===== src/rtl/pyramid_pkg.sv =====
// Shared definitions for the SIFT octave pyramid sequencer.
// Holds the FSM state encoding and the octave geometry helpers.
package pyramid_pkg;

  typedef logic [2:0] pyr_state_t;

  localparam pyr_state_t StIdle   = 3'd0;
  localparam pyr_state_t StRead   = 3'd1;
  localparam pyr_state_t StDrain  = 3'd2;
  localparam pyr_state_t StNext   = 3'd3;
  localparam pyr_state_t StFinish = 3'd4;

  // Edge length of octave k.
  function automatic int unsigned octave_width(input int unsigned top_width,
                                               input int unsigned k);
    return top_width >> k;
  endfunction

  // Pixel count of octave k; the square is folded into a constant so only a shift remains.
  function automatic int unsigned octave_pixels(input int unsigned top_width,
                                                input int unsigned k);
    return (top_width * top_width) >> (2 * k);
  endfunction

endpackage


===== src/rtl/pyramid_sequencer_tag_delay.sv =====
// Fixed-depth shift register that carries the valid/x/y tags of a pyramid-buffer read
// alongside the BRAM latency, so the tags leave exactly when the read data arrives.
// Ports:
//   clk_in  - system clock
//   rst_in  - synchronous active-low reset, flushes every stage
//   tag_in  - tag entering the pipe this cycle
//   tag_out - tag entered DEPTH cycles ago
module pyramid_sequencer_tag_delay #(
  parameter int unsigned DEPTH = 2,
  parameter int unsigned WIDTH = 13
) (
  input  logic             clk_in,
  input  logic             rst_in,
  input  logic [WIDTH-1:0] tag_in,
  output logic [WIDTH-1:0] tag_out
);

  logic [WIDTH-1:0] r_stage [DEPTH];

  always_ff @(posedge clk_in) begin
    if (!rst_in) begin
      for (int i = 0; i < int'(DEPTH); i++) begin
        r_stage[i] <= '0;
      end
    end else begin
      r_stage[0] <= tag_in;
      for (int i = 1; i < int'(DEPTH); i++) begin
        r_stage[i] <= r_stage[i-1];
      end
    end
  end

  assign tag_out = r_stage[DEPTH-1];

endmodule


===== src/rtl/pyramid_sequencer.sv =====
// Builds the SIFT octave pyramid: for each octave k = 1..NUM_OCTAVES-1 it raster-reads
// octave k-1 from the pyramid buffer, streams the pixels with coordinates into image_half,
// and writes image_half's results back into octave k.
// Ports:
//   clk_in, rst_in            - clock, synchronous active-low reset
//   start_in                  - pulse to begin construction (honoured only when idle)
//   busy_out, done_out        - run in progress / one-cycle completion pulse
//   rd_addr_out/octave/en     - source read request (address y*W + x in octave k-1)
//   rd_data_in                - read data, BRAM_LATENCY cycles after rd_en_out
//   half_data/x/y/valid_out   - pixel stream towards image_half
//   half_octave_out           - target octave k, selects the image_half instance
//   half_data/addr/valid_in   - image_half results
//   wr_addr/octave/data/en    - registered write of those results into octave k
module pyramid_sequencer
  import pyramid_pkg::*;
#(
  parameter int unsigned BIT_DEPTH    = 8,
  parameter int unsigned TOP_WIDTH    = 64,
  parameter int unsigned NUM_OCTAVES  = 3,
  parameter int unsigned BRAM_LATENCY = 2,
  localparam int unsigned XW     = $clog2(TOP_WIDTH),
  localparam int unsigned ADDR_W = 2 * XW,
  localparam int unsigned OW     = (NUM_OCTAVES > 1) ? $clog2(NUM_OCTAVES) : 1
) (
  input  logic                 clk_in,
  input  logic                 rst_in,
  input  logic                 start_in,
  output logic                 busy_out,
  output logic                 done_out,
  output logic [ADDR_W-1:0]    rd_addr_out,
  output logic [OW-1:0]        rd_octave_out,
  output logic                 rd_en_out,
  input  logic [BIT_DEPTH-1:0] rd_data_in,
  output logic [BIT_DEPTH-1:0] half_data_out,
  output logic [XW-1:0]        half_x_out,
  output logic [XW-1:0]        half_y_out,
  output logic                 half_valid_out,
  output logic [OW-1:0]        half_octave_out,
  input  logic [BIT_DEPTH-1:0] half_data_in,
  input  logic [ADDR_W-3:0]    half_addr_in,
  input  logic                 half_valid_in,
  output logic [ADDR_W-1:0]    wr_addr_out,
  output logic [OW-1:0]        wr_octave_out,
  output logic [BIT_DEPTH-1:0] wr_data_out,
  output logic                 wr_en_out
);

  localparam int unsigned SW = $clog2(XW + 2);
  localparam int unsigned TW = 1 + 2 * XW;

  pyr_state_t          r_state, w_state_next;
  logic [OW-1:0]       r_k;
  logic [XW-1:0]       r_x, r_y;
  logic [ADDR_W-1:0]   r_wcnt;
  logic                r_wr_en;
  logic [BIT_DEPTH-1:0] r_wr_data;
  logic [ADDR_W-1:0]   r_wr_addr;
  logic [OW-1:0]       r_wr_octave;

  logic [XW-1:0]       w_wmax;
  logic [ADDR_W-1:0]   w_wtarget;
  logic [SW-1:0]       w_shift;
  logic [ADDR_W-1:0]   w_rd_addr;
  logic                w_rd_en;
  logic                w_last_oct;
  logic                w_wr_accept;
  logic [TW-1:0]       w_tag_in, w_tag_out;

  // Source octave k-1 has width TOP_WIDTH>>(k-1); its row stride is a shift by XW-k+1.
  always_comb begin
    w_wmax    = XW'(octave_width(TOP_WIDTH, 32'(r_k) - 32'd1) - 32'd1);
    w_wtarget = ADDR_W'(octave_pixels(TOP_WIDTH, 32'(r_k)));
    w_shift   = SW'(32'(XW) + 32'd1 - 32'(r_k));
    w_rd_addr = (ADDR_W'(r_y) << w_shift) + ADDR_W'(r_x);
  end

  assign w_rd_en     = (r_state == StRead);
  assign w_last_oct  = (32'(r_k) == NUM_OCTAVES - 1);
  assign w_wr_accept = half_valid_in && ((r_state == StRead) || (r_state == StDrain));

  always_comb begin
    w_state_next = r_state;
    unique case (r_state)
      StIdle: begin
        if (start_in) w_state_next = (NUM_OCTAVES == 1) ? StFinish : StRead;
      end
      StRead: begin
        if ((r_x == w_wmax) && (r_y == w_wmax)) w_state_next = StDrain;
      end
      StDrain: begin
        if (r_wcnt >= w_wtarget) w_state_next = w_last_oct ? StFinish : StNext;
      end
      StNext:   w_state_next = StRead;
      StFinish: w_state_next = StIdle;
      default:  w_state_next = StIdle;
    endcase
  end

  always_ff @(posedge clk_in) begin
    if (!rst_in) begin
      r_state     <= StIdle;
      r_k         <= '0;
      r_x         <= '0;
      r_y         <= '0;
      r_wcnt      <= '0;
      r_wr_en     <= 1'b0;
      r_wr_data   <= '0;
      r_wr_addr   <= '0;
      r_wr_octave <= '0;
    end else begin
      r_state <= w_state_next;
      unique case (r_state)
        StIdle: begin
          if (start_in) begin
            r_k    <= (NUM_OCTAVES == 1) ? OW'(0) : OW'(1);
            r_x    <= '0;
            r_y    <= '0;
            r_wcnt <= '0;
          end
        end
        StRead: begin
          if (r_x == w_wmax) begin
            r_x <= '0;
            r_y <= r_y + XW'(1);
          end else begin
            r_x <= r_x + XW'(1);
          end
        end
        StNext: begin
          r_k    <= r_k + OW'(1);
          r_x    <= '0;
          r_y    <= '0;
          r_wcnt <= '0;
        end
        default: ;
      endcase

      // Results outside READ/DRAIN belong to no octave and are dropped.
      r_wr_en <= w_wr_accept;
      if (w_wr_accept) begin
        r_wcnt      <= r_wcnt + ADDR_W'(1);
        r_wr_data   <= half_data_in;
        r_wr_addr   <= ADDR_W'(half_addr_in);
        r_wr_octave <= r_k;
      end
    end
  end

  assign w_tag_in = {w_rd_en, r_x, r_y};

  pyramid_sequencer_tag_delay #(
    .DEPTH(BRAM_LATENCY),
    .WIDTH(TW)
  ) u_tag_delay (
    .clk_in (clk_in),
    .rst_in (rst_in),
    .tag_in (w_tag_in),
    .tag_out(w_tag_out)
  );

  assign half_valid_out  = w_tag_out[2*XW];
  assign half_x_out      = w_tag_out[2*XW-1:XW];
  assign half_y_out      = w_tag_out[XW-1:0];
  assign half_data_out   = half_valid_out ? rd_data_in : '0;
  assign half_octave_out = r_k;

  assign rd_en_out     = w_rd_en;
  assign rd_addr_out   = w_rd_en ? w_rd_addr : '0;
  assign rd_octave_out = w_rd_en ? (r_k - OW'(1)) : '0;

  assign wr_en_out     = r_wr_en;
  assign wr_data_out   = r_wr_data;
  assign wr_addr_out   = r_wr_addr;
  assign wr_octave_out = r_wr_octave;

  assign busy_out = (r_state == StRead) || (r_state == StDrain) || (r_state == StNext);
  assign done_out = (r_state == StFinish);

endmodule

===== config.mk =====
export PLATFORM = sky130hd
export DESIGN_NAME = pyramid_sequencer
export DESIGN_NICKNAME = d
export VERILOG_FILES = /design/src/rtl/pyramid_pkg.sv /design/src/rtl/pyramid_sequencer_tag_delay.sv /design/src/rtl/pyramid_sequencer.sv
export SDC_FILE = /design/constraint.sdc
export NUM_CORES = 1
export LEC_CHECK = 0
export ABC_CLOCK_PERIOD_IN_PS = 2300
export BUFFER_PORTS_ARGS = -buffer_cell sky130_fd_sc_hd__buf_2
export CAP_MARGIN = 0
export CORE_MARGIN = 10
export CORE_UTILIZATION = 48
export CTS_CLUSTER_SIZE = 40
export DETAILED_ROUTE_END_ITERATION = 6
export HOLD_SLACK_MARGIN = 0.15
export PLACE_DENSITY = 0.73
export REMOVE_ABC_BUFFERS = 1
export SYNTH_ARGS = -nofsm -noshare
export SYNTH_HDL_FRONTEND = slang
export SYNTH_SLANG_ARGS = --single-unit

===== constraint.sdc =====
create_clock -name clk_in -period 2.3 [get_ports clk_in]
set_input_delay 0.575 -clock clk_in [delete_from_list [all_inputs] [get_ports clk_in]]
set_output_delay 0.575 -clock clk_in [all_outputs]
set_load 0.005 [all_outputs]

# Word level (Yosys, flattened, before mapping)
# Memories as Yosys holds them, arrays and structs flattened.
# Cells that the tools add are included.
[word_totals]
word_cells = 72
inputBits = 30
mem_count = 1
ram_bits = 26
out_inout_bits = 63
reg_bits = 50
[mem_list]
columns = ["memory", "depth", "width", "rd", "rd_ports_with_merged_regs", "write_ports", "line", "rtl"]
rows = [
  ["u_tag_delay.r_stage", 2, 13, 2, 0, 2, "pyramid_sequencer_tag_delay.sv:18", "logic [WIDTH-1:0] r_stage [DEPTH];"],
]
[classes]
bitwise_logic = 2
muxes = 22
addsub = 9
reduce_logical = 13
order_cmp = 1
shifts = 3
eq_ne = 12
[ops]
columns = ["cell", "count"]
rows = [
  ["$mux 12", 3],
  ["$pmux 6 s3", 2],
  ["$shr 7x32->6 const A", 1],
  ["$mux 13", 2],
  ["$pmux 12 s2", 1],
  ["$mux 6", 3],
  ["$shr 13x3->12 const A", 1],
  ["$add 12x1->12 const B", 1],
  ["$add 12x6->12", 1],
  ["$add 6x1->6 const B", 2],
  ["$eq 6x6->1", 2],
  ["$ge 12x12->1", 1],
  ["$mux 3", 4],
  ["$pmux 3 s4", 1],
  ["$shl 6x3->12", 1],
  ["$mux 8", 1],
  ["$eq 3x2->1 const B", 2],
  ["$ne 2x1->1 const B", 3],
  ["$reduce_and 2->1", 3],
  ["$reduce_and 3->1", 2],
  ["$reduce_bool 3->1", 2],
  ["$sub 6x1->6 const B", 1],
  ["$mux 2", 2],
  ["$pmux 2 s2", 1],
  ["15 further kinds", 19],
]

# Depth between registers and ports, before layout
# Gate-level depths: netlist of the first run.
[depth]
depth_word = 7
mapped_depth = 11
mapped_depth_nobuf = 9

# Modules after synthesis
# A second synthesis of the first run with hierarchy kept.
[hier_totals]
cells_unflattened = 448
area_unflattened_um2 = 3854.9
[by_module_without_submodules]
columns = ["module", "area_per_inst_um2", "n_inst", "seq_area_each_um2", "cells_each"]
rows = [
  ["pyramid_sequencer", 3026.7, 1, 1001.0, 381],
  ["pyramid_sequencer_tag_delay", 828.3, 1, 520.5, 67],
]

# Worst setup path after synthesis of the first run
# Ideal clock, no wire load.
[synth_path]
path_kind = "register to register"
start = "register r_k[0] (netlist: half_octave_out[0])"
end = "register r_y[4]"
required_ns = 2.241
period_less_slack_ns = 2.427
path_slack_ns = -0.127
setup_ns = 0.059
stages_incl_launch_ff = 10
n_path_buf = 2
arrival_ns = 2.368
cell_sequence = "dfxtp_1 -> buf_2 -> buf_2 -> inv_1 -> ha_1 -> nor3b_2 -> xor2_1 -> a31oi_2 -> or4_1 -> nand2_1"
[synth_between]
elab_chain_len = 6
[synth_lines]
columns = ["item", "line", "rtl"]
rows = [
  ["start: declaration", "pyramid_sequencer.sv:52", "logic [OW-1:0] r_k;"],
  ["start signal: assignment", "pyramid_sequencer.sv:115", "r_k <= (NUM_OCTAVES == 1) ? OW'(0) : OW'(1);"],
  ["start signal: assignment", "pyramid_sequencer.sv:130", "r_k <= r_k + OW'(1);"],
  ["$sub 2x1->3", "pyramid_sequencer.sv:71", "w_wmax = XW'(octave_width(TOP_WIDTH, 32'(r_k) - 32'd1) - 32'd1);"],
  ["$shr 7x32->6", "pyramid_pkg.sv:16", "return top_width >> k;"],
  ["$sub 6x1->6", "pyramid_sequencer.sv:71", ""],
  ["$eq 6x6->1", "pyramid_sequencer.sv:122", "if (r_x == w_wmax) begin"],
  ["$ne 2x1->1 (no line)", "-", ""],
  ["$reduce_and 3->1 (no line)", "-", ""],
  ["end signal: assignment", "pyramid_sequencer.sv:124", "r_y <= r_y + XW'(1);"],
  ["end: declaration", "pyramid_sequencer.sv:53", "logic [XW-1:0] r_x, r_y;"],
]
# No other way between the ends.
# A chain may end at the register's enable or synchronous reset.

# Final worst setup path of the first run
[layout_path]
start = "register r_k[0] (netlist: half_octave_out[0])"
end = "output port rd_addr_out[11]"
[layout_between]
elab_chain_len = 4
[layout_lines]
columns = ["item", "line", "rtl"]
rows = [
  ["$sub 3x2->3", "pyramid_sequencer.sv:73", "w_shift = SW'(32'(XW) + 32'd1 - 32'(r_k));"],
  ["$shl 6x3->12", "pyramid_sequencer.sv:74", "w_rd_addr = (ADDR_W'(r_y) << w_shift) + ADDR_W'(r_x);"],
  ["$add 12x6->12", "pyramid_sequencer.sv:74", ""],
  ["$mux 12", "pyramid_sequencer.sv:168", "assign rd_addr_out = w_rd_en ? w_rd_addr : '0;"],
  ["end: declaration", "pyramid_sequencer.sv:30", "output logic [ADDR_W-1:0] rd_addr_out,"],
]
# No other way between the ends.

==> flow_results.xml, run 1 <==
<?xml version="1.0" encoding="UTF-8"?>
<metrics>
  <group name="finish">
    <metric name="insertedDiodeCount" unit="">0</metric>
    <metric name="fillers" unit="">639</metric>
    <metric name="synthToLayoutAreaGrowth" unit="%">31.1</metric>
    <metric name="area_of_the_multi_input_gates" unit="mm²">0.00215</metric>
    <metric name="ff_latch_area" unit="mm²">0.00153</metric>
    <metric name="layout-drive-gt1-share" unit="%">35.1</metric>
    <metric name="instances_no_fill" unit="">664</metric>
    <metric name="final_net_count" unit="">605</metric>
  </group>
  <group name="critical_path">
    <metric name="reg2reg_setup_slack" unit="ns">-0.12</metric>
    <metric name="worst_setup_path_start_kind" unit="">flip-flop</metric>
    <metric name="crit_path_end_kind" unit="">output port</metric>
    <metric name="worstSetupPathDepth" unit="">9</metric>
    <metric name="path_delay_family" unit="">flip-flops</metric>
    <metric name="timing.critical_path.cells" unit="">mux2i_4 &gt; nor2_2 &gt; ha_1 &gt; a21oi_2 &gt; nor2b_2 &gt; nand4_1 &gt; xor2_1 &gt; nor2_1 &gt; buf_2</metric>
    <metric name="reg2reg_path_depth" unit="">11</metric>
    <metric name="cp_data_arrival_time" unit="ns">2.15</metric>
    <metric name="worst-setup-path-type" unit="">flip-flop to output port</metric>
    <metric name="highest_fanout_seen_on_the_critical_path" unit="">5</metric>
    <metric name="cp_slowest_stage_delay" unit="ns">0.40</metric>
    <metric name="cpMaxStageDelayCell" unit="">dfxtp_4</metric>
    <metric name="worstPathRequired" unit="ns">1.73</metric>
    <metric name="cp_num_buf_inv" unit="">1</metric>
  </group>
  <group name="cts">
    <metric name="clk-insertion-delay-late" unit="ns">0.35</metric>
    <metric name="tritoncts" unit="">done</metric>
    <metric name="cts_buffers" unit="">9</metric>
    <metric name="clock_tree.buffer_depth" unit="">2</metric>
    <metric name="h-tree-depth" unit="">3</metric>
    <metric name="cts_root_buffer" unit="">clkbuf_8</metric>
    <metric name="cts_sinks" unit="">76</metric>
    <metric name="clock_slew_at_the_register_clock_pins_of_the_worst_setup_and_hold_paths" unit="ns">0.09</metric>
  </group>
  <group name="detailed_routing">
    <metric name="vias_per_cell" unit="">5.20</metric>
    <metric name="ant_nets" unit="">0</metric>
    <metric name="dr_total_vias" unit="">3452</metric>
    <metric name="dr.pass1.iters" unit="">5</metric>
    <metric name="initial_detailed_routing_violation_count" unit="">227</metric>
    <metric name="avg_wl_per_cell" unit="µm">15.8</metric>
    <metric name="drcViolationCount" unit="">0</metric>
    <metric name="detail_route.wirelength" unit="µm">10500</metric>
  </group>
  <group name="synthesis">
    <metric name="synth.top_cell.area_share" unit="%">40.7</metric>
    <metric name="number_of_enable_flip_flop_cells_after_synthesis" unit="">0</metric>
    <metric name="synth_seq_area_share" unit="%">40.7</metric>
    <metric name="ys_ff_latch" unit="">76</metric>
    <metric name="synthesis.area_per_instance" unit="µm²">8.39</metric>
    <metric name="yosysWarningCount" unit="">0</metric>
    <metric name="synth_async_sr_flop_share" unit="%">0</metric>
    <metric name="syn-cell-area" unit="mm²">0.00374</metric>
    <metric name="synthesis.instances" unit="">446</metric>
    <metric name="yosysMostFrequentCell" unit="">dfxtp_1</metric>
    <metric name="synth_top_flop_cell" unit="">dfxtp_1</metric>
    <metric name="synthDistinctLibCells" unit="">54</metric>
    <metric name="ys_top_cells_by_area" unit="">dfxtp_1 41%, and2_1 6.9%, nand2_1 5.9%</metric>
    <metric name="yosys-top-cells-count" unit="">76 x dfxtp_1, 59 x nand2_1, 41 x and2_1, 35 x nor2_1, 34 x a21oi_1</metric>
    <metric name="dominant_cell_type_by_area_after_synthesis" unit="">dfxtp_1</metric>
  </group>
  <group name="hold_path">
    <metric name="worst_hold_class" unit="">flip-flop to flip-flop</metric>
    <metric name="whs_path_depth" unit="">1</metric>
  </group>
  <group name="timing">
    <metric name="final-hold-violation-count" unit="">0</metric>
    <metric name="slew_viol_final" unit="">0</metric>
    <metric name="fin_crit_sh" unit="%">119</metric>
    <metric name="setup_viol_count_final" unit="">12</metric>
    <metric name="setup_ws" unit="ns">-0.428</metric>
    <metric name="achievable-frequency" unit="MHz">367</metric>
    <metric name="final.min_clock_period" unit="ns">2.73</metric>
    <metric name="tightestPinTransition" unit="ns">0.616</metric>
    <metric name="worst_clock_skew" unit="ns">0.0154</metric>
    <metric name="setup_tns" unit="ns">-2.77</metric>
    <metric name="relSlewSlack" unit="%">58.9</metric>
    <metric name="rsz0062_at_grt" unit="">true</metric>
  </group>
  <group name="floorplanning">
    <metric name="core_region_area" unit="mm²">0.00765</metric>
    <metric name="floorplan.die.width" unit="µm">108</metric>
    <metric name="fp.dieArea" unit="mm²">0.0117</metric>
    <metric name="floorplan.initialDensity" unit="%">48.9</metric>
    <metric name="placementRows" unit="">32</metric>
    <metric name="top_level_i_o_count" unit="">93</metric>
    <metric name="chipHeight" unit="µm">108</metric>
  </group>
  <group name="grt">
    <metric name="vias_in_the_first_global_route" unit="">3268</metric>
    <metric name="grtUsageTotal" unit="%">16.5</metric>
    <metric name="pin_count_of_the_biggest_net_entering_global_routing" unit="">32</metric>
    <metric name="number_of_antenna_violations_at_the_first_check_in_global_routing" unit="">0</metric>
    <metric name="overflow" unit="">0</metric>
    <metric name="grt_first_pass_wirelength" unit="µm">15700</metric>
  </group>
  <group name="power">
    <metric name="report.power.total" unit="mW">2.98</metric>
    <metric name="cellPowerDensity" unit="mW/mm²">608</metric>
    <metric name="ir_worst_vdd" unit="mV">0.293</metric>
    <metric name="p_leak" unit="nW">2.26</metric>
  </group>
  <group name="place">
    <metric name="buffer_ports.inserted" unit="">90</metric>
    <metric name="final_weighted_congestion_in_routability_driven_placement" unit="">0.846</metric>
    <metric name="placedCellCount" unit="">636</metric>
    <metric name="place.detailed.hpwl" unit="µm">7200</metric>
  </group>
  <group name="status">
    <metric name="violations" unit="">negative setup slack</metric>
    <metric name="run_status" unit="">complete, but fails checks</metric>
  </group>
  <group name="flow_run">
    <metric name="cap_violations" unit="">0</metric>
  </group>
</metrics>
==> worst paths after layout <==
path | start | endpoint
worst min-delay path | u_tag_delay.r_stage[0][0] | u_tag_delay.r_stage[0][13]
worst max-delay path | half_octave_out[0] | rd_addr_out[11]
worst min register to register | u_tag_delay.r_stage[0][0] | u_tag_delay.r_stage[0][13]
worst max register to register | half_octave_out[0] | r_y[3]
==> sequential cells by signal (all words and copies together) (netlist names) <==
signal               count
u_tag_delay.r_stage     26
r_wcnt                  12
wr_addr_out             10
wr_data_out              8
r_x                      6
r_y                      6
r_state                  3
half_octave_out          2
wr_octave_out            2
wr_en_out                1
==> area by class of cell <==
| cell class | count | share of cell area [%] |
|---|---|---|
| clock buffer | 10 | 2.60 |
| clock inverter | 5 | 1.10 |
| inverter | 13 | 1.05 |
| multi-input combinational | 318 | 43.8 |
| sequential | 76 | 31.2 |
| tap | 102 | 2.60 |
| timing repair buffer | 140 | 17.7 |
==> logic make-up (layout without fill, tap and decap cells) <==
family / after synthesis / count (layout) / synth area share (%)
xor+xnor: 12 / 12 / 2.81
buf+inv: 53 / 168 / 7.23
fa+ha+maj: 17 / 17 / 5.89
other cells: 1 / 2 / 0.100
flops: 76 / 76 / 40.7
mux: 11 / 11 / 3.28
compound gates: 81 / 81 / 13.2
simple gates: 195 / 195 / 26.8
==> cells in the final DEF, fill, tap and decap left out, types with 4 or more instances in the layout <==
cell type,synthesis,routed
a21oi_1,34,31
a31oi_1,4,4
and2_1,41,40
and3_1,7,7
buf_2,12,89
buf_4,15,47
clkbuf_8,0,9
dfxtp_1,76,73
ha_1,16,12
inv_1,13,12
mux2i_1,10,6
nand2_1,59,57
nand2b_1,7,7
nand3_1,7,7
nand4_1,7,7
nor2_1,35,34
o21ai_0,18,16
xor2_1,11,6
xor2_2,0,5
==> report_power, final <==
part | internal [mW] | switching, mW | leakage, nW
registers | 1.37 | 0.0394 | 0.617
clock network | 0.492 | 0.497 | 0.0959
logic | 0.272 | 0.316 | 1.55
total | 2.13 | 0.853 | 2.26
==> metrics by stage <==
stage	setup WS [ns]	cell area [µm²]	utilization [%]	hold WS, ns
finish	-0.428	4900	64.1	0.434
global route	-0.509	4900	64.1	0.446
CTS	-0.342	4720	61.8	0.437
detailed placement	-0.150	4390	57.4	0.418
global placement	-0.0749	4390	57.4	0.414
floorplan	-0.265	3520	-	0.412
==> metal layers <==
metal / part of all wire [%] / routed length [µm] / up-vias / GRT usage [%]
li1: - / - / 1705 / -
met1: 40 / 4140 / 1614 / 18.9
met2: 52 / 5480 / 120 / 28.9
met3: 6.9 / 725 / 13 / 4.05
met4: 1.3 / 135 / 0 / 6.12
met5: 0 / 0 / - / 0
==> timing repair <==
action | in CTS | in global routing
hold buffers | 0 | 0
cloned | 0 | 1
pin swaps | 12 | 15
setup buffers | 12 | 3
setup endpoints to repair | 12 | 19
resized for setup | 20 | 27
(Power assumes the default switching activity.)
==> run 2, diff against run 1 <==
==> constraint.sdc (replaced) <==
create_clock -name clk_in -period 2.3 [get_ports clk_in]
set_input_delay 0.23 -clock clk_in [delete_from_list [all_inputs] [get_ports clk_in]]
set_output_delay 0.23 -clock clk_in [all_outputs]
set_load 0.005 [all_outputs]
==> run 2 against run 1 <==
Against the previous run: the run still ends with negative setup slack left; utilization is 1.1 points lower; power decreased by 2.8%; die area is the same; clock power down 3.0%; count of clock-buffer cells in the layout grew 1; largest cell class unchanged; via count shrank 0.20%; wire length fell by 2.9%; critical endpoint is now rd_addr_out[7]; global-route usage rose by 0.56 points; flip-flop and latch count unchanged; sequential power barely moved; largest power group unchanged.
==> flow_results.xml, run 2 (synthesis results as in run 1) <==
<?xml version="1.0" encoding="UTF-8"?>
<metrics>
  <group name="timing">
    <metric name="final.min_clock_period" unit="ns">2.43</metric>
    <metric name="final-hold-violation-count" unit="">0</metric>
    <metric name="tightestPinTransition" unit="ns">0.603</metric>
    <metric name="setup_viol_count_final" unit="">5</metric>
    <metric name="relSlewSlack" unit="%">59.4</metric>
    <metric name="achievable-frequency" unit="MHz">412</metric>
    <metric name="setup_ws" unit="ns">-0.129</metric>
    <metric name="slew_viol_final" unit="">0</metric>
    <metric name="fin_crit_sh" unit="%">106</metric>
    <metric name="rsz0062_at_grt" unit="">true</metric>
    <metric name="worst_clock_skew" unit="ns">0.00720</metric>
  </group>
  <group name="power">
    <metric name="share_of_power_burned_in_the_clock_network" unit="%">33.1</metric>
    <metric name="cellPowerDensity" unit="mW/mm²">602</metric>
    <metric name="p_int" unit="mW">2.06</metric>
    <metric name="power.sequential.fraction" unit="%">48.5</metric>
    <metric name="ir_worst_vdd" unit="mV">0.309</metric>
    <metric name="p_switching" unit="µW">844</metric>
    <metric name="report.power.total" unit="mW">2.90</metric>
    <metric name="p_leak" unit="nW">2.20</metric>
    <metric name="swShare" unit="%">29.1</metric>
    <metric name="combPwrFrac" unit="%">18.4</metric>
  </group>
  <group name="detailed_routing">
    <metric name="detail_route.wirelength" unit="µm">10200</metric>
    <metric name="avg_wl_per_cell" unit="µm">15.4</metric>
    <metric name="initial_detailed_routing_violation_count" unit="">291</metric>
    <metric name="drcViolationCount" unit="">0</metric>
    <metric name="vias_per_cell" unit="">5.21</metric>
    <metric name="dr.pass1.iters" unit="">6</metric>
    <metric name="dr_total_vias" unit="">3445</metric>
    <metric name="ant_nets" unit="">0</metric>
  </group>
  <group name="grt">
    <metric name="grt_first_pass_wirelength" unit="µm">16100</metric>
    <metric name="number_of_antenna_violations_at_the_first_check_in_global_routing" unit="">0</metric>
    <metric name="vias_in_the_first_global_route" unit="">3347</metric>
    <metric name="grtUsageTotal" unit="%">17.0</metric>
    <metric name="overflow" unit="">0</metric>
    <metric name="pin_count_of_the_biggest_net_entering_global_routing" unit="">25</metric>
  </group>
  <group name="place">
    <metric name="place_area" unit="mm²">0.00424</metric>
    <metric name="buffer_ports.inserted" unit="">90</metric>
    <metric name="place_worst_setup_slack" unit="ns">0.102</metric>
    <metric name="final_weighted_congestion_in_routability_driven_placement" unit="">0.918</metric>
    <metric name="placedCellCount" unit="">618</metric>
    <metric name="place.detailed.hpwl" unit="µm">7100</metric>
  </group>
  <group name="cts">
    <metric name="cts_buffers" unit="">9</metric>
    <metric name="clock_tree.buffer_depth" unit="">2</metric>
    <metric name="clock_slew_at_the_register_clock_pins_of_the_worst_setup_and_hold_paths" unit="ns">0.08</metric>
    <metric name="cts_sinks" unit="">76</metric>
    <metric name="h-tree-depth" unit="">3</metric>
    <metric name="cts_root_buffer" unit="">clkbuf_8</metric>
    <metric name="tritoncts" unit="">done</metric>
    <metric name="clk-insertion-delay-late" unit="ns">0.35</metric>
  </group>
  <group name="flow_run">
    <metric name="cap_violations" unit="">0</metric>
  </group>
  <group name="critical_path">
    <metric name="crit_path_end_kind" unit="">output port</metric>
    <metric name="worstPathRequired" unit="ns">2.07</metric>
    <metric name="highest_fanout_seen_on_the_critical_path" unit="">4</metric>
    <metric name="worst_setup_path_start_kind" unit="">flip-flop</metric>
    <metric name="worst-setup-path-type" unit="">flip-flop to output port</metric>
    <metric name="cp_data_arrival_time" unit="ns">2.20</metric>
  </group>
  <group name="floorplanning">
    <metric name="core_region_area" unit="mm²">0.00765</metric>
    <metric name="placementRows" unit="">32</metric>
    <metric name="fp.dieArea" unit="mm²">0.0117</metric>
    <metric name="chipHeight" unit="µm">108</metric>
    <metric name="top_level_i_o_count" unit="">93</metric>
    <metric name="floorplan.initialDensity" unit="%">48.9</metric>
    <metric name="floorplan.die.width" unit="µm">108</metric>
  </group>
  <group name="finish">
    <metric name="synthToLayoutAreaGrowth" unit="%">28.9</metric>
    <metric name="layout_commonest_cell" unit="">buf_2</metric>
    <metric name="final_core_utilization" unit="%">63.0</metric>
    <metric name="layout-drive-gt1-share" unit="%">28.6</metric>
    <metric name="layout_common_cells" unit="">90 x buf_2, 73 x dfxtp_1, 58 x nand2_1</metric>
    <metric name="largest_reg_flops" unit="">26</metric>
    <metric name="instances_no_fill" unit="">661</metric>
    <metric name="final_net_count" unit="">601</metric>
    <metric name="fillers" unit="">626</metric>
    <metric name="stdcell_area" unit="mm²">0.00482</metric>
    <metric name="registers.top_by_ff_count" unit="">u_tag_delay.r_stage</metric>
    <metric name="insertedDiodeCount" unit="">0</metric>
  </group>
  <group name="status">
    <metric name="run_status" unit="">complete, but fails checks</metric>
    <metric name="violations" unit="">negative setup slack</metric>
  </group>
  <group name="hold_path">
    <metric name="worst_hold_class" unit="">input port to flip-flop</metric>
  </group>
</metrics>
==> run 2: critical path, stage by stage (launching register included) <==
cell and delay, ns:
dfxtp_4 0.37, buf_6 0.11, mux2i_4 0.27, buf_6 0.13
buf_6 0.08, buf_6 0.08, buf_6 0.09, mux2i_4 0.05
or3_4 0.40, a21oi_2 0.14, buf_2 0.13
==> run 2: layout make-up <==
class	count	area, µm²	area share (%)
Clock buffer	11	151	3.14
Sequential cell	76	1530	31.7
Tap cell	102	128	2.65
Timing Repair Buffer	136	863	17.9
Inverter	13	48.8	1.01
Clock inverter	5	36.3	0.753
Multi-Input combinational cell	318	2070	42.8
==> run 2: path summary, 6_finish.rpt <==
| path | from | endpoint | slack, ns | cells past startpoint |
|---|---|---|---|---|
| setup / recovery | half_octave_out[0] | rd_addr_out[7] | -0.13 | 10 |
| hold / removal | rst_in | u_tag_delay.r_stage[0][18] | 0.24 | 2 |
| setup reg to reg | half_octave_out[0] | r_state[1] | 0.09 | 10 |
| hold reg to reg | u_tag_delay.r_stage[0][0] | u_tag_delay.r_stage[0][13] | 0.43 | 1 |
==> run 2: routing by layer <==
layer | vias to the layer above | routed length (µm) | GRT usage, %
li1 | 1707 | - | -
met1 | 1591 | 4070 | 18.7
met2 | 117 | 5080 | 28.7
met3 | 30 | 659 | 5.77
met4 | 0 | 370 | 8.57
met5 | - | 0 | 0
==> run 2: repair_timing <==
action / CTS / global route
hold buffers: 18 / 0
setup endpoints to repair: 6 / 13
setup buffers: 8 / 3
gates resized for setup: 17 / 13
pin swaps: 7 / 9
endpoints found under the hold margin: 18 / 0
==> run 2: per-stage QoR <==
step | setup TNS [ns] | hold slack (ns)
6_report | -0.321 | 0.240
5_1_grt | -0.838 | 0.238
4_1_cts | -0.297 | 0.224
3_5_place_dp | 0 | 0.421
3_3_place_gp | 0 | 0.414
2_1_floorplan | -1.35 | 0.352
==> run 2: power groups by stage <==
| stage | combinational (mW) | clock [mW] | sequential, mW |
|---|---|---|---|
| 2_1_floorplan | 0.230 | 0 | 1.45 |
| 3_3_place_gp | 0.446 | 0 | 1.43 |
| 3_5_place_dp | 0.456 | 0 | 1.43 |
| 4_1_cts | 0.510 | 0.984 | 1.41 |
| 5_1_grt | 0.588 | 1.04 | 1.41 |
| 6_report | 0.535 | 0.960 | 1.41 |
==> run 3, diff against run 2 <==
SYNTH_HIERARCHICAL = 1   (was default)
==> run 3 against run 2 <==
Against the previous run: the run still ends with negative setup slack left; utilization increased by 0.056 points; critical path type unchanged; die area increased by 2.5%; area after synthesis increased by 3.1%; final area increased by 1.7%; combinational power decreased by 16%; register-to-register slack improved by 0.03 ns; clock power increased by 4%; synthesized cell count increased by 0.45%; flip-flop and latch count unchanged; first-iteration DRC count decreased by 27%; via count decreased by 0.29%.
==> flow_results.xml, run 3 <==
<?xml version="1.0" encoding="UTF-8"?>
<metrics>
  <group name="critical_path">
    <metric name="reg2reg_path_depth" unit="">9</metric>
    <metric name="reg2reg_from" unit="">half_octave_out[0]</metric>
    <metric name="cp_data_arrival_time" unit="ns">2.17</metric>
    <metric name="cp_num_buf_inv" unit="">2</metric>
    <metric name="highest_fanout_seen_on_the_critical_path" unit="">3</metric>
    <metric name="cpMaxStageDelayCell" unit="">dfxtp_2</metric>
    <metric name="cp_slowest_stage_delay" unit="ns">0.33</metric>
    <metric name="regToRegEndpoint" unit="">r_y[5]</metric>
    <metric name="path_delay_family" unit="">compound AO/OA/AOI/OAI gates</metric>
    <metric name="timing.critical_path.cells" unit="">buf_6 &gt; mux2i_2 &gt; nor2_2 &gt; ha_1 &gt; a21o_1 &gt; and3_4 &gt; a211o_1 &gt; nand2_1 &gt; buf_2</metric>
    <metric name="worstSetupPathDepth" unit="">9</metric>
    <metric name="worst-setup-path-type" unit="">flip-flop to output port</metric>
    <metric name="worstPathRequired" unit="ns">2.07</metric>
    <metric name="worst_setup_path_start_kind" unit="">flip-flop</metric>
    <metric name="cp-endpoint" unit="">rd_addr_out[11]</metric>
    <metric name="reg2reg_setup_slack" unit="ns">0.12</metric>
    <metric name="critical_path.startpoint" unit="">half_octave_out[0]</metric>
    <metric name="crit_path_end_kind" unit="">output port</metric>
  </group>
  <group name="cts">
    <metric name="cts_root_buffer" unit="">clkbuf_8</metric>
    <metric name="clk-insertion-delay-late" unit="ns">0.35</metric>
    <metric name="cts_sinks" unit="">76</metric>
    <metric name="h-tree-depth" unit="">3</metric>
    <metric name="cts_buffers" unit="">9</metric>
    <metric name="clock_tree.buffer_depth" unit="">2</metric>
    <metric name="clock_slew_at_the_register_clock_pins_of_the_worst_setup_and_hold_paths" unit="ns">0.07</metric>
    <metric name="tritoncts" unit="">done</metric>
  </group>
  <group name="floorplanning">
    <metric name="placementRows" unit="">32</metric>
    <metric name="core_region_area" unit="mm²">0.00777</metric>
    <metric name="chipHeight" unit="µm">110</metric>
    <metric name="floorplan.initialDensity" unit="%">49.6</metric>
    <metric name="top_level_i_o_count" unit="">93</metric>
    <metric name="floorplan.die.width" unit="µm">110</metric>
    <metric name="fp.dieArea" unit="mm²">0.0120</metric>
  </group>
  <group name="detailed_routing">
    <metric name="dr_total_vias" unit="">3435</metric>
    <metric name="dr.pass1.iters" unit="">4</metric>
    <metric name="ant_nets" unit="">0</metric>
    <metric name="drcViolationCount" unit="">0</metric>
    <metric name="initial_detailed_routing_violation_count" unit="">213</metric>
    <metric name="avg_wl_per_cell" unit="µm">14.8</metric>
    <metric name="vias_per_cell" unit="">5.17</metric>
    <metric name="detail_route.wirelength" unit="µm">9860</metric>
  </group>
  <group name="place">
    <metric name="final_weighted_congestion_in_routability_driven_placement" unit="">0.909</metric>
    <metric name="buffer_ports.inserted" unit="">90</metric>
    <metric name="place.detailed.hpwl" unit="µm">6830</metric>
  </group>
  <group name="hold_path">
    <metric name="worst_hold_class" unit="">input port to flip-flop</metric>
  </group>
  <group name="synthesis">
    <metric name="yosysMostFrequentCell" unit="">dfxtp_1</metric>
    <metric name="synth_async_sr_flop_share" unit="%">0</metric>
    <metric name="dominant_cell_type_by_area_after_synthesis" unit="">dfxtp_1</metric>
    <metric name="synthesis.area_per_instance" unit="µm²">8.60</metric>
    <metric name="syn-cell-area" unit="mm²">0.00385</metric>
    <metric name="yosysWarningCount" unit="">6</metric>
    <metric name="ys_top_cells_by_area" unit="">dfxtp_1 39%, nand2_1 5.7%, ha_1 5.2%</metric>
    <metric name="synth_top_flop_cell" unit="">dfxtp_1</metric>
    <metric name="ys_ff_latch" unit="">76</metric>
    <metric name="synthDistinctLibCells" unit="">55</metric>
    <metric name="yosys-top-cells-count" unit="">76 x dfxtp_1, 59 x nand2_1, 26 x a21boi_0, 24 x nor2_1</metric>
    <metric name="number_of_enable_flip_flop_cells_after_synthesis" unit="">0</metric>
    <metric name="synth.top_cell.area_share" unit="%">39.5</metric>
    <metric name="synthesis.instances" unit="">448</metric>
    <metric name="synth_seq_area_share" unit="%">39.5</metric>
  </group>
  <group name="finish">
    <metric name="largest_reg_flops" unit="">26</metric>
    <metric name="final_core_utilization" unit="%">63.1</metric>
    <metric name="insertedDiodeCount" unit="">0</metric>
    <metric name="layout_common_cells" unit="">92 x buf_2, 74 x dfxtp_1, 58 x nand2_1</metric>
    <metric name="layout_commonest_cell" unit="">buf_2</metric>
    <metric name="final_net_count" unit="">604</metric>
    <metric name="registers.top_by_ff_count" unit="">u_tag_delay/r_stage</metric>
    <metric name="synthToLayoutAreaGrowth" unit="%">27.1</metric>
    <metric name="layout-drive-gt1-share" unit="%">31.9</metric>
  </group>
  <group name="timing">
    <metric name="fin_crit_sh" unit="%">104</metric>
    <metric name="rsz0062_at_grt" unit="">true</metric>
    <metric name="tightestPinTransition" unit="ns">0.644</metric>
    <metric name="final.min_clock_period" unit="ns">2.40</metric>
    <metric name="achievable-frequency" unit="MHz">417</metric>
    <metric name="setup_tns" unit="ns">-0.194</metric>
    <metric name="final.hold.worst_slack" unit="ns">0.155</metric>
    <metric name="setup_viol_count_final" unit="">5</metric>
    <metric name="worst_clock_skew" unit="ns">0.0103</metric>
    <metric name="slew_viol_final" unit="">0</metric>
    <metric name="final-hold-violation-count" unit="">0</metric>
    <metric name="setup_ws" unit="ns">-0.0966</metric>
    <metric name="relSlewSlack" unit="%">57.1</metric>
  </group>
  <group name="power">
    <metric name="p_leak" unit="nW">2.20</metric>
    <metric name="cellPowerDensity" unit="mW/mm²">580</metric>
    <metric name="ir_worst_vdd" unit="mV">0.317</metric>
  </group>
  <group name="grt">
    <metric name="pin_count_of_the_biggest_net_entering_global_routing" unit="">44</metric>
    <metric name="number_of_antenna_violations_at_the_first_check_in_global_routing" unit="">0</metric>
    <metric name="grtUsageTotal" unit="%">15.8</metric>
    <metric name="overflow" unit="">0</metric>
    <metric name="grt_first_pass_wirelength" unit="µm">15500</metric>
    <metric name="vias_in_the_first_global_route" unit="">3306</metric>
  </group>
  <group name="flow_run">
    <metric name="cap_violations" unit="">0</metric>
  </group>
  <group name="status">
    <metric name="violations" unit="">negative setup slack</metric>
    <metric name="run_status" unit="">complete, but fails checks</metric>
  </group>
</metrics>
-- run 3: cell types whose count changed in the layout (fill, tap and decap cells not counted), sizes merged, moves of 4 or more --
cell	delta
a21boi	+26
a21oi	-15
nor2	-11
nand3	+6
xnor2	+6
mux2	+5
or2	-5
a31oi	-4
buf	+4
-- run 3: worst min-delay path by stage --
| stage | startpoint | to | slack, ns | depth (start not counted) |
|---|---|---|---|---|
| 6_report | half_data_in[2] | wr_data_out[2] | 0.15 | 3 |
| 5_1_grt | half_data_in[2] | wr_data_out[2] | 0.16 | 3 |
| 4_1_cts | half_data_in[2] | wr_data_out[2] | 0.15 | 3 |
| 3_5_place_dp | u_tag_delay/r_stage[0][8] | u_tag_delay/r_stage[0][21] | 0.42 | 1 |
| 3_3_place_gp | u_tag_delay/r_stage[0][7] | u_tag_delay/r_stage[0][20] | 0.41 | 1 |
| 2_1_floorplan | rst_in | r_y[0] | 0.35 | 1 |
-- run 3: stage by stage --
step	power, mW	setup slack (ns)	cell area (µm²)	cells
final	2.84	-0.0966	4900	664
after global placement	1.81	0.0787	4380	623
after floorplan	1.63	-0.484	3630	408
after detailed placement	1.82	0.0397	4380	623
after CTS	2.85	-0.0601	4840	665
after global routing	2.97	-0.184	4900	664
-- run 3: where the power goes --
part           switching, mW  internal [mW]  total [mW]
sequential            0.0295           1.36        1.39
clock                  0.474          0.530        1.00
combinational          0.248          0.201       0.449
-- run 3: what timing repair did --
action,in CTS,in global routing
setup endpoints to repair,6,19
hold endpoints to repair,16,0
pin swaps,10,9
cloned,2,0
setup buffers,8,0
resized for setup,14,12
hold buffers,16,0
-- run 3: worst register-to-register path, stage by stage, from the launching register on --
cell and delay, ns:
dfxtp_2 0.33, buf_4 0.14, inv_4 0.06, buf_6 0.10, ha_2 0.16, or4b_4 0.47
a21boi_4 0.18, o211ai_4 0.12, or4_1 0.41, a21oi_1 0.14
-- run 3: final cells by class --
cell class	instances	area, µm²
Inverter	10	40.0
Tap cell	102	128
Clock inverter	4	48.8
Sequential cell	76	1520
Fill cell	678	2870
Multi-Input combinational cell	322	2150
Clock buffer	12	145
Timing Repair Buffer	138	861
-- run 3: routing by layer --
layer | part of all wire, % | vias to the layer above | global-route usage, %
met1 | 44 | 1559 | 19.7
met2 | 47 | 118 | 25.5
li1 | - | 1736 | -
met5 | 0 | - | 0
met3 | 6.8 | 22 | 3.16
met4 | 2.5 | 0 | 7.99
-- run 3: cell families after synthesis --
| family | Yosys count | synth area share, % |
|---|---|---|
| buffers and inverters | 51 | 6.85 |
| AND/OR/NAND/NOR | 188 | 26.1 |
| XOR/XNOR | 15 | 3.41 |
| other | 1 | 0.0973 |
| flip-flops | 76 | 39.5 |
| adder cells (fa/ha/maj) | 17 | 5.71 |
| multiplexers | 12 | 3.28 |
| AO/OA/AOI/OAI | 88 | 15.1 |
